==> config.mk <==
export PLATFORM = sky130hd
export DESIGN_NAME = eda_neighbor_fifo_bank
export DESIGN_NICKNAME = d
export VERILOG_FILES = /design/src/rtl/eda_neighbor_fifo_bank.sv
export SDC_FILE = /design/constraint.sdc
export NUM_CORES = 2
export LEC_CHECK = 0
export ABC_AREA = 1
export CAP_MARGIN = 20
export CELL_PAD_IN_SITES_DETAIL_PLACEMENT = 1
export CELL_PAD_IN_SITES_GLOBAL_PLACEMENT = 1
export CORE_ASPECT_RATIO = 0.75
export CORE_MARGIN = 3
export CORE_UTILIZATION = 45
export DETAILED_ROUTE_END_ITERATION = 6
export PLACE_DENSITY = 0.79
export SLEW_MARGIN = 15
export SYNTH_ARGS = -nofsm -noshare
export SYNTH_HDL_FRONTEND = slang
export SYNTH_SLANG_ARGS = --single-unit
==> constraint.sdc <==
create_clock -name clk -period 6.6 [get_ports clk]
set_clock_uncertainty 0.15 [all_clocks]
set_input_delay 1.98 -clock clk [delete_from_list [all_inputs] [get_ports clk]]
set_output_delay 1.98 -clock clk [all_outputs]
set_load 0.1 [all_outputs]
==> src/rtl/eda_neighbor_fifo_bank.sv <==
// Neighbor-address queue bank: expands a center pixel into up to 8 in-range 3x3 neighbors, one FIFO per direction.
// Latency: push visible on the read side 1 cycle later; read_en -> data_out is combinational.
// Backpressure: none; a push into a full FIFO without a same-cycle pop is dropped and flags sticky overflow.
module eda_neighbor_fifo_bank #(
    parameter int WINDOW_WIDTH = 9,
    parameter int I_WIDTH      = 8,
    parameter int J_WIDTH      = 8,
    parameter int ADDR_WIDTH   = 16,
    parameter int FIFO_DEPTH   = 16
) (
    input  logic                    clk,
    input  logic                    reset,
    input  logic                    clear,
    input  logic                    push_valid,
    input  logic [WINDOW_WIDTH-2:0] push_positions,
    input  logic [ADDR_WIDTH-1:0]   center_addr,
    input  logic [WINDOW_WIDTH-2:0] read_en,
    output logic [WINDOW_WIDTH-2:0] fifo_empty,
    output logic [WINDOW_WIDTH-2:0] fifo_full,
    output logic [ADDR_WIDTH-1:0]   data_out,
    output logic                    pending,
    output logic                    overflow
);
    localparam int N     = WINDOW_WIDTH - 1;
    localparam int PTR_W = $clog2(FIFO_DEPTH);
    localparam logic [PTR_W:0]   FULL_CNT = (PTR_W+1)'(FIFO_DEPTH);
    localparam logic [PTR_W-1:0] PTR_ONE  = PTR_W'(1);
    localparam logic [PTR_W:0]   CNT_ONE  = (PTR_W+1)'(1);

    logic [ADDR_WIDTH-1:0] mem [N][FIFO_DEPTH];
    logic [PTR_W-1:0]      wr_ptr [N];
    logic [PTR_W-1:0]      rd_ptr [N];
    logic [PTR_W:0]        cnt    [N];

    logic [I_WIDTH-1:0]    row, row_m1, row_p1;
    logic [J_WIDTH-1:0]    col, col_m1, col_p1;
    logic                  row_lo_ok, row_hi_ok, col_lo_ok, col_hi_ok;
    logic [ADDR_WIDTH-1:0] nb_addr [N];
    logic [N-1:0]          nb_ok;
    logic [N-1:0]          push_req, do_push, do_pop;
    logic                  drop;

    assign row       = center_addr[ADDR_WIDTH-1:J_WIDTH];
    assign col       = center_addr[J_WIDTH-1:0];
    assign row_m1    = row - I_WIDTH'(1);
    assign row_p1    = row + I_WIDTH'(1);
    assign col_m1    = col - J_WIDTH'(1);
    assign col_p1    = col + J_WIDTH'(1);
    assign row_lo_ok = (row != '0);
    assign row_hi_ok = (row != '1);
    assign col_lo_ok = (col != '0);
    assign col_hi_ok = (col != '1);

    // Direction k: rows {0,1,2}=up, {3,4}=same, {5,6,7}=down; cols {0,3,5}=left, {1,6}=same, {2,4,7}=right.
    always_comb begin
        logic [I_WIDTH-1:0] r;
        logic [J_WIDTH-1:0] c;
        logic               rok, cok;
        for (int k = 0; k < N; k++) begin
            case (k)
                0, 1, 2: begin r = row_m1; rok = row_lo_ok; end
                3, 4:    begin r = row;    rok = 1'b1;      end
                default: begin r = row_p1; rok = row_hi_ok; end
            endcase
            case (k)
                0, 3, 5: begin c = col_m1; cok = col_lo_ok; end
                1, 6:    begin c = col;    cok = 1'b1;      end
                default: begin c = col_p1; cok = col_hi_ok; end
            endcase
            nb_addr[k] = {r, c};
            nb_ok[k]   = rok & cok;
        end
    end

    always_comb begin
        drop = 1'b0;
        for (int k = 0; k < N; k++) begin
            push_req[k]   = push_valid & push_positions[k] & nb_ok[k];
            fifo_empty[k] = (cnt[k] == '0);
            fifo_full[k]  = (cnt[k] == FULL_CNT);
            do_pop[k]     = read_en[k] & ~fifo_empty[k];
            // A pop in the same cycle frees the slot, so a full FIFO still accepts.
            do_push[k]    = push_req[k] & (~fifo_full[k] | do_pop[k]);
            if (push_req[k] & fifo_full[k] & ~do_pop[k])
                drop = 1'b1;
        end
    end

    assign pending = ~&fifo_empty;

    // Highest set read_en bit wins when the select is not one-hot.
    always_comb begin
        data_out = '0;
        for (int k = 0; k < N; k++) begin
            if (read_en[k])
                data_out = fifo_empty[k] ? '0 : mem[k][rd_ptr[k]];
        end
    end

    always_ff @(posedge clk) begin
        if (reset || clear) begin
            overflow <= 1'b0;
            for (int k = 0; k < N; k++) begin
                wr_ptr[k] <= '0;
                rd_ptr[k] <= '0;
                cnt[k]    <= '0;
            end
        end else begin
            if (drop)
                overflow <= 1'b1;
            for (int k = 0; k < N; k++) begin
                if (do_push[k])
                    wr_ptr[k] <= wr_ptr[k] + PTR_ONE;
                if (do_pop[k])
                    rd_ptr[k] <= rd_ptr[k] + PTR_ONE;
                case ({do_push[k], do_pop[k]})
                    2'b10:   cnt[k] <= cnt[k] + CNT_ONE;
                    2'b01:   cnt[k] <= cnt[k] - CNT_ONE;
                    default: cnt[k] <= cnt[k];
                endcase
            end
        end
    end

    // Storage is never flushed; pointers alone define validity.
    always_ff @(posedge clk) begin
        for (int k = 0; k < N; k++) begin
            if (do_push[k] && !reset && !clear)
                mem[k][wr_ptr[k]] <= nb_addr[k];
        end
    end
endmodule
## Word level (Yosys, flattened, before mapping)

Memory sizes are Yosys's and may differ from the RTL's.
Cells that the tools add are included.
Widths: inputs -> output; s select.

| word-level totals | value |
|---|---|
| register bits after elaboration | 1 |
| bits of input ports | 36 |
| memory bits (writable) | 2152 |
| memories kept | 4 |
| word-level logic and storage cells | 520 |
| output and inout bits | 34 |

Memory list:

| memory | depth | bits a word | rd ports | clocked after Yosys merged registers in | write ports | line | source |
|---|---|---|---|---|---|---|---|
| mem | 8 | 256 | 8 | 0 | 8 | 30 | `logic [ADDR_WIDTH-1:0] mem [N][FIFO_DEPTH];` |
| cnt | 8 | 5 | 8 | 0 | 8 | 33 | `logic [PTR_W:0] cnt [N];` |
| rd_ptr | 8 | 4 | 8 | 0 | 8 | 32 | `logic [PTR_W-1:0] rd_ptr [N];` |
| wr_ptr | 8 | 4 | 8 | 0 | 8 | 31 | `logic [PTR_W-1:0] wr_ptr [N];` |

| cells by class | value |
|---|---|
| bitwise gates (word level) | 140 |
| reductions and logical operators | 47 |
| add/subtract/negate cells | 36 |
| order comparisons | 24 |
| mux-type cells | 242 |
| equality and inequality tests | 26 |

Operator list:

| cell | number |
|---|---|
| $mux 256 | 8 |
| $mux 16 | 40 |
| $bmux 16 s4 | 8 |
| $demux 16 s4 | 8 |
| $mux 1 | 138 |
| $mux 5 | 24 |
| $ge 5x5->1 const B | 16 |
| $not 4->5 | 16 |
| $add 4x1->4 const B | 16 |
| $mux 4 | 16 |
| $and 1x1->1 | 52 |
| $or 1x1->1 | 48 |
| $add 5x1->5 const B | 8 |
| $eq 5x5->1 const B | 8 |
| $logic_not 5->1 | 8 |
| $lt 5x1->1 const B | 8 |
| $sub 5x1->5 const B | 8 |
| $logic_and 1x1->1 | 24 |
| $not 1->1 | 24 |
| $add 8x1->8 const B | 2 |
| $eq 2x1->1 const B | 8 |
| $eq 2x2->1 const B | 8 |
| $ne 8x8->1 const B | 2 |
| $reduce_bool 8->1 | 2 |
| other kinds (5) | 15 |

## Logic depth before layout (Yosys ltp)

| logic depth | value |
|---|---|
| depth in word-level cells | 13 |
| gate-level depth with buffers | 24 |
| gate-level depth less buffers | 23 |

## Least setup slack after synthesis

No wires, ideal clock.

| path | value |
|---|---|
| path type | input -> register |
| start | in center_addr[8] |
| end | mem mem[0][111] in the netlist's numbering (data pin) |
| slack | 0.822 ns |
| required time | 5.997 ns |
| arrival | 5.175 ns |
| stages | 5 |
| setup time | 0.453 ns |
| cells stage by stage | inv_1 -> nand2_1 -> or3_1 -> nor3_1 -> xor2_1 |

RTL lines:

| element | line | source |
|---|---|---|
| from (decl) | 16 | `input logic [ADDR_WIDTH-1:0] center_addr,` |
| to (decl) | 30 |  |

## Final worst setup path

| path | value |
|---|---|
| start | in read_en[3] |
| end | out data_out[14] |

| between the ends | value |
|---|---|
| longest elaborated chain between the ends | 5 |

Ends and longest elaborated chain:

| element | line | source |
|---|---|---|
| from (decl) | 17 | `input logic [WINDOW_WIDTH-2:0] read_en,` |
| $mux 16 (5 in series) | 95 | `if (read_en[k])` |
| to (decl) | 20 | `output logic [ADDR_WIDTH-1:0] data_out,` |

No other way between the ends.

==> flow_summary.html <==
<table>
<tr><th>Metric</th><th>Value</th></tr>
<tr><th colspan="2">Route</th></tr>
<tr><td>Pre-Repair DR Iteration Count</td><td>6</td></tr>
<tr><td>Vias per cell</td><td>5.81</td></tr>
<tr><td>Initial DRC Count</td><td>around 7000</td></tr>
<tr><td>Total detailed-routing wirelength</td><td>around 280000 um</td></tr>
<tr><td>Detailed-route DRC error count</td><td>0</td></tr>
<tr><td>Post-detailed-route wirelength per cell</td><td>between 20 and 30 um</td></tr>
<tr><td>Vias</td><td>between 60000 and 70000</td></tr>
<tr><td>Post-route antenna net violation count</td><td>0</td></tr>
<tr><th colspan="2">Floorplan</th></tr>
<tr><td>Starting density of the core</td><td>a little under half</td></tr>
<tr><td>Ports</td><td>70</td></tr>
<tr><td>Row count</td><td>around 140</td></tr>
<tr><td>Placeable core region</td><td>201000 um2</td></tr>
<tr><td>Full die area</td><td>about 210000 um2</td></tr>
<tr><td>Floorplan die width</td><td>526 um</td></tr>
<tr><td>Die boundary height</td><td>approximately 400 um</td></tr>
<tr><th colspan="2">GRT</th></tr>
<tr><td>First-pass GRT wire length</td><td>a little over 400000 um</td></tr>
<tr><td>Total overflow reported by the global router</td><td>0</td></tr>
<tr><td>Pin count of the biggest net entering global routing</td><td>around 130</td></tr>
<tr><td>Combined global-route utilization of all metal layers</td><td>roughly a quarter</td></tr>
<tr><td>Antenna violations before repair</td><td>13</td></tr>
<tr><td>Vias in the first global route</td><td>between 60000 and 70000</td></tr>
<tr><th colspan="2">Critical path</th></tr>
<tr><td>Maximum fanout along the worst path</td><td>17</td></tr>
<tr><td>Cell Chain, Critical Path</td><td>clkdlybuf4s50_1 &gt; nand2_1 &gt; inv_2 &gt; nand3_1 &gt; nand2_1 &gt; nand2_1 &gt; nand2_1 &gt; nand2_1 &gt; nand2_1 &gt; nand2_1 &gt; nand2_1 &gt; nand2_1 &gt; nand2_2 &gt; buf_12</td></tr>
<tr><td>Number of cell instances on the worst register-to-register path</td><td>18</td></tr>
<tr><td>Kind of cell with the highest combined delay on the critical path</td><td>simple AND/OR/NAND/NOR gates</td></tr>
<tr><td>Most repeated library cell on the critical path</td><td>sky130_fd_sc_hd__nand2_1</td></tr>
<tr><td>Arrival time of data at the critical path endpoint</td><td>around 4.4 ns</td></tr>
<tr><td>Biggest cell delay along the critical path</td><td>around 0.66 ns</td></tr>
<tr><td>CP startpoint kind</td><td>primary input</td></tr>
<tr><td>Endpoint kind of the worst setup timing path</td><td>output pin</td></tr>
<tr><td>Classification of the worst setup path</td><td>primary input to output pin</td></tr>
<tr><td>Required time at the endpoint of the critical path</td><td>4.47 ns</td></tr>
<tr><td>Buf/Inv on CP</td><td>3</td></tr>
<tr><td>Max stage delay cell, worst path</td><td>sky130_fd_sc_hd__clkdlybuf4s50_1</td></tr>
<tr><td>Logic depth of the worst path, buffers included</td><td>14</td></tr>
<tr><th colspan="2">Timing</th></tr>
<tr><td>Setup repair after global routing missed its margin</td><td>yes</td></tr>
<tr><td>Share of the clock period used by the worst path after layout</td><td>a little over nine tenths</td></tr>
<tr><td>Final hold slack</td><td>~0.47 ns</td></tr>
<tr><td>Fin crit period</td><td>6.52 ns</td></tr>
<tr><td>Number of failing setup endpoints in the final timing report</td><td>0</td></tr>
<tr><td>Slew @ Worst Pin</td><td>approximately 1.3 ns</td></tr>
<tr><td>Max-slew violation count</td><td>0</td></tr>
<tr><td>Final Hold Vio Count</td><td>0</td></tr>
<tr><td>Headroom to the max-slew limit</td><td>between 10% and 20%</td></tr>
<tr><td>Max Fclk</td><td>around 150 MHz</td></tr>
<tr><th colspan="2">Power and ir drop</th></tr>
<tr><td>Power density normalized to cell area</td><td>about 300 nW/um2</td></tr>
<tr><td>Worst-case vdd ir drop</td><td>about 0.34 mV</td></tr>
<tr><td>Leakage dissipation</td><td>approximately 38 nW</td></tr>
<tr><th colspan="2">Synth</th></tr>
<tr><td>Total nets after synthesis</td><td>7731</td></tr>
<tr><td>Number of synthesized register bits</td><td>approximately 2200</td></tr>
<tr><td>Number of synthesized flops with an enable pin</td><td>between 2000 and 2500</td></tr>
<tr><td>Number of distinct library cells after synthesis</td><td>between 40 and 50</td></tr>
<tr><td>Mapped Cells</td><td>~7600</td></tr>
<tr><td>Avg Cell Area, Syn</td><td>about 12 um2</td></tr>
<tr><td>Register area share after synthesis</td><td>between 70 and 80%</td></tr>
<tr><td>Synth warn</td><td>0</td></tr>
<tr><td>Top flip-flop cell by instance count after synthesis</td><td>sky130_fd_sc_hd__edfxtp_1</td></tr>
<tr><td>Cell area after synthesis</td><td>about 90000 um2</td></tr>
<tr><td>Share of flip-flops with an asynchronous set or reset after synthesis</td><td>0%</td></tr>
<tr><th colspan="2">CTS</th></tr>
<tr><td>Sinks on Clock Net</td><td>around 2200</td></tr>
<tr><td>Number of hold buffers added after CTS</td><td>0</td></tr>
<tr><td>TritonCTS clock tree</td><td>yes</td></tr>
<tr><td>Max Root-Sink Buffers</td><td>4</td></tr>
<tr><td>Number of clock buffers inserted by TritonCTS</td><td>approximately 210</td></tr>
<tr><td>Clock transition at the registers of the reported paths</td><td>around 0.060 ns</td></tr>
<tr><td>CTS H-tree lvls</td><td>4</td></tr>
<tr><td>CTS root buffer</td><td>sky130_fd_sc_hd__clkbuf_16</td></tr>
<tr><td>Clock latency reported for the late side of the worst-skew pair</td><td>just under 0.9 ns</td></tr>
<tr><th colspan="2">Finish</th></tr>
<tr><td>Post-layout instance count excluding filler cells</td><td>around 11000</td></tr>
<tr><td>Final non-filler cell area</td><td>around 100000 um2</td></tr>
<tr><td>Number of nets in the layout</td><td>about 8000</td></tr>
<tr><td>Area grow syn2layout</td><td>13.1%</td></tr>
<tr><td>Ratio of cells with drive above 1 in the final layout</td><td>between 9 and 10%</td></tr>
<tr><th colspan="2">Placed design</th></tr>
<tr><td>Count of buffers from port buffering</td><td>slightly below 70</td></tr>
<tr><td>Inst Count DP</td><td>just over 10000</td></tr>
<tr><td>Instance area at placement</td><td>between 90000 and 100000 um2</td></tr>
<tr><td>Placed wire-length estimate</td><td>175000 um</td></tr>
<tr><td>Final RePlAce weighted congestion</td><td>approximately 0.9</td></tr>
<tr><th colspan="2">Worst hold path</th></tr>
<tr><td>WHS Path Cells</td><td>1</td></tr>
<tr><td>Worst Hold Class</td><td>register to register</td></tr>
<tr><th colspan="2">Outcome</th></tr>
<tr><td>Outcome</td><td>completed</td></tr>
<tr><th colspan="2">Flow run</th></tr>
<tr><td>Count of maximum capacitance violations</td><td>0</td></tr>
</table>
==> flip-flops by register name, summed over array words and instances (netlist names) <==
signal	flops
overflow	1
rd_ptr	32
mem	2048
wr_ptr	32
cnt	40
==> path summary, 6_finish.rpt <==
path                                                  to                      from  slack [ns]
worst min register to register   cnt[0][0]$_SDFFCE_PP0P_   cnt[0][0]$_SDFFCE_PP0P_        0.47
worst min-delay path             cnt[0][0]$_SDFFCE_PP0P_   cnt[0][0]$_SDFFCE_PP0P_        0.47
worst max register to register  cnt[1][14]$_SDFFCE_PN0P_  cnt[1][10]$_SDFFCE_PN0P_        2.46
worst max-delay path                        data_out[14]                read_en[3]        0.08
==> cells in the mapped netlist (2+ instances only) <==
| library cell | instances | share of area (%) |
|---|---|---|
| sky130_fd_sc_hd__a21oi_1 | 290 | 1.6 |
| sky130_fd_sc_hd__a31oi_1 | 5 | 0.034 |
| sky130_fd_sc_hd__buf_1 | 28 | 0.12 |
| sky130_fd_sc_hd__buf_2 | 129 | 0.71 |
| sky130_fd_sc_hd__buf_4 | 39 | 0.32 |
| sky130_fd_sc_hd__buf_6 | 41 | 0.51 |
| sky130_fd_sc_hd__buf_8 | 2 | 0.033 |
| sky130_fd_sc_hd__clkbuf_1 | 166 | 0.68 |
| sky130_fd_sc_hd__clkinv_1 | 13 | 0.053 |
| sky130_fd_sc_hd__edfxtp_1 | 2152 | 71 |
| sky130_fd_sc_hd__fa_1 | 3 | 0.066 |
| sky130_fd_sc_hd__ha_1 | 71 | 0.97 |
| sky130_fd_sc_hd__inv_1 | 753 | 3.1 |
| sky130_fd_sc_hd__inv_2 | 9 | 0.037 |
| sky130_fd_sc_hd__inv_4 | 2 | 0.014 |
| sky130_fd_sc_hd__mux2i_1 | 259 | 2.8 |
| sky130_fd_sc_hd__nand2_1 | 1282 | 5.3 |
| sky130_fd_sc_hd__nand2_2 | 2 | 0.014 |
| sky130_fd_sc_hd__nand3_1 | 447 | 2.4 |
| sky130_fd_sc_hd__nor2_1 | 696 | 2.9 |
| sky130_fd_sc_hd__nor3_1 | 12 | 0.066 |
| sky130_fd_sc_hd__nor4_1 | 7 | 0.048 |
| sky130_fd_sc_hd__o211ai_1 | 130 | 1.1 |
| sky130_fd_sc_hd__o21ai_0 | 812 | 4.4 |
| sky130_fd_sc_hd__o21ai_1 | 96 | 0.53 |
| sky130_fd_sc_hd__o221ai_1 | 9 | 0.086 |
| sky130_fd_sc_hd__o22ai_1 | 66 | 0.45 |
| sky130_fd_sc_hd__o31ai_1 | 3 | 0.025 |
| sky130_fd_sc_hd__o32ai_1 | 15 | 0.14 |
| sky130_fd_sc_hd__or2_2 | 3 | 0.021 |
| sky130_fd_sc_hd__xnor2_1 | 19 | 0.18 |
| sky130_fd_sc_hd__xor2_1 | 48 | 0.46 |
==> worst reg2reg max path, cell delays in order, from the launching register on <==
cell	delay [ns]
sky130_fd_sc_hd__edfxtp_1	0.46
sky130_fd_sc_hd__nor4_1	0.35
sky130_fd_sc_hd__inv_1	0.09
sky130_fd_sc_hd__nor2_1	0.17
sky130_fd_sc_hd__inv_1	0.13
sky130_fd_sc_hd__nand2_1	0.10
sky130_fd_sc_hd__clkinv_1	0.60
sky130_fd_sc_hd__ha_1	0.49
sky130_fd_sc_hd__nand2_1	0.19
sky130_fd_sc_hd__nor2_1	0.09
sky130_fd_sc_hd__inv_1	0.12
sky130_fd_sc_hd__nand2_1	0.07
sky130_fd_sc_hd__inv_1	0.09
sky130_fd_sc_hd__ha_1	0.17
sky130_fd_sc_hd__inv_1	0.05
sky130_fd_sc_hd__a21oi_1	0.19
sky130_fd_sc_hd__o21ai_0	0.15
sky130_fd_sc_hd__a21oi_1	0.15
sky130_fd_sc_hd__nor3_1	0.06
==> cell usage in the layout, fill, tap and decap left out, types with 8 or more instances in the layout <==
cell type,n
sky130_fd_sc_hd__xnor2_1,17
sky130_fd_sc_hd__inv_1,750
sky130_fd_sc_hd__clkdlybuf4s50_1,44
sky130_fd_sc_hd__mux2i_1,259
sky130_fd_sc_hd__o21ai_0,811
sky130_fd_sc_hd__edfxtp_1,2152
sky130_fd_sc_hd__nand2_2,22
sky130_fd_sc_hd__nor2_1,696
sky130_fd_sc_hd__xor2_4,22
sky130_fd_sc_hd__buf_12,43
sky130_fd_sc_hd__nand2_1,1261
sky130_fd_sc_hd__nor3_1,12
sky130_fd_sc_hd__o32ai_1,15
sky130_fd_sc_hd__xor2_1,26
sky130_fd_sc_hd__o22ai_1,65
sky130_fd_sc_hd__ha_1,69
sky130_fd_sc_hd__o21ai_1,96
sky130_fd_sc_hd__buf_4,305
sky130_fd_sc_hd__nand3_1,445
sky130_fd_sc_hd__buf_2,8
sky130_fd_sc_hd__o211ai_1,130
sky130_fd_sc_hd__o221ai_1,9
sky130_fd_sc_hd__clkbuf_1,39
sky130_fd_sc_hd__inv_6,9
sky130_fd_sc_hd__clkbuf_16,212
sky130_fd_sc_hd__bufinv_16,17
sky130_fd_sc_hd__clkinv_2,40
sky130_fd_sc_hd__a21oi_1,290
sky130_fd_sc_hd__clkinv_1,63
==> final cells by class <==
class,count,area [um2]
inverters,777,2960
well taps,2664,3330
repair buffers,415,3880
multi-input cells,4285,22200
clock buffers,248,5380
fillers,20600,97400
diodes,5,12.5
flip-flops and latches,2153,64600
clock inverters,118,995
==> per-layer routing <==
| metal | share of wire, % | up-vias | GRT usage [%] |
|---|---|---|---|
| li1 | - | 27000 | - |
| met1 | 40 | 31600 | 35.2 |
| met2 | 47 | 2727 | 42.4 |
| met3 | 9.1 | 534 | 5.40 |
| met4 | 3.8 | 6 | 9.88 |
| met5 | 0.014 | - | 0 |
==> cell families (layout without fill, tap and decap cells) <==
group,after synthesis,in the layout,share of synthesized area [%]
AND/OR/NAND/NOR,2458,2458,10.8
XOR/XNOR,67,67,0.642
AO/OA/AOI/OAI,1427,1427,8.38
buffers and inverters,1183,1558,5.56
other,0,5,0
multiplexers,259,259,2.84
adder cells (fa/ha/maj),74,74,1.04
flip-flops,2153,2153,70.7
==> through the flow <==
stage                     utilization [%]  TNS, ns  power [mW]  setup slack (ns)
after floorplan                         -        0        18.0             0.822
after global placement               48.1        0        19.5            0.0872
after detailed placement             48.2  -0.0620        19.7           -0.0577
after CTS                            51.4        0        31.2            0.0141
after global routing                 51.5   -0.173        32.1           -0.0630
final                                51.5        0        31.2            0.0788
==> what timing repair did <==
action	in CTS	in global routing
setup buffers	2	6
cloned	0	3
hold endpoints to repair	0	0
resized for setup	9	45
endpoints found under the setup margin	8	15
==> power breakdown <==
group / internal, mW / switching [mW]
logic: 1.10 / 3.09
registers: 15.2 / 0.0996
clock network: 6.44 / 5.20
total: 22.8 / 8.39
(Power assumes the default switching activity.)
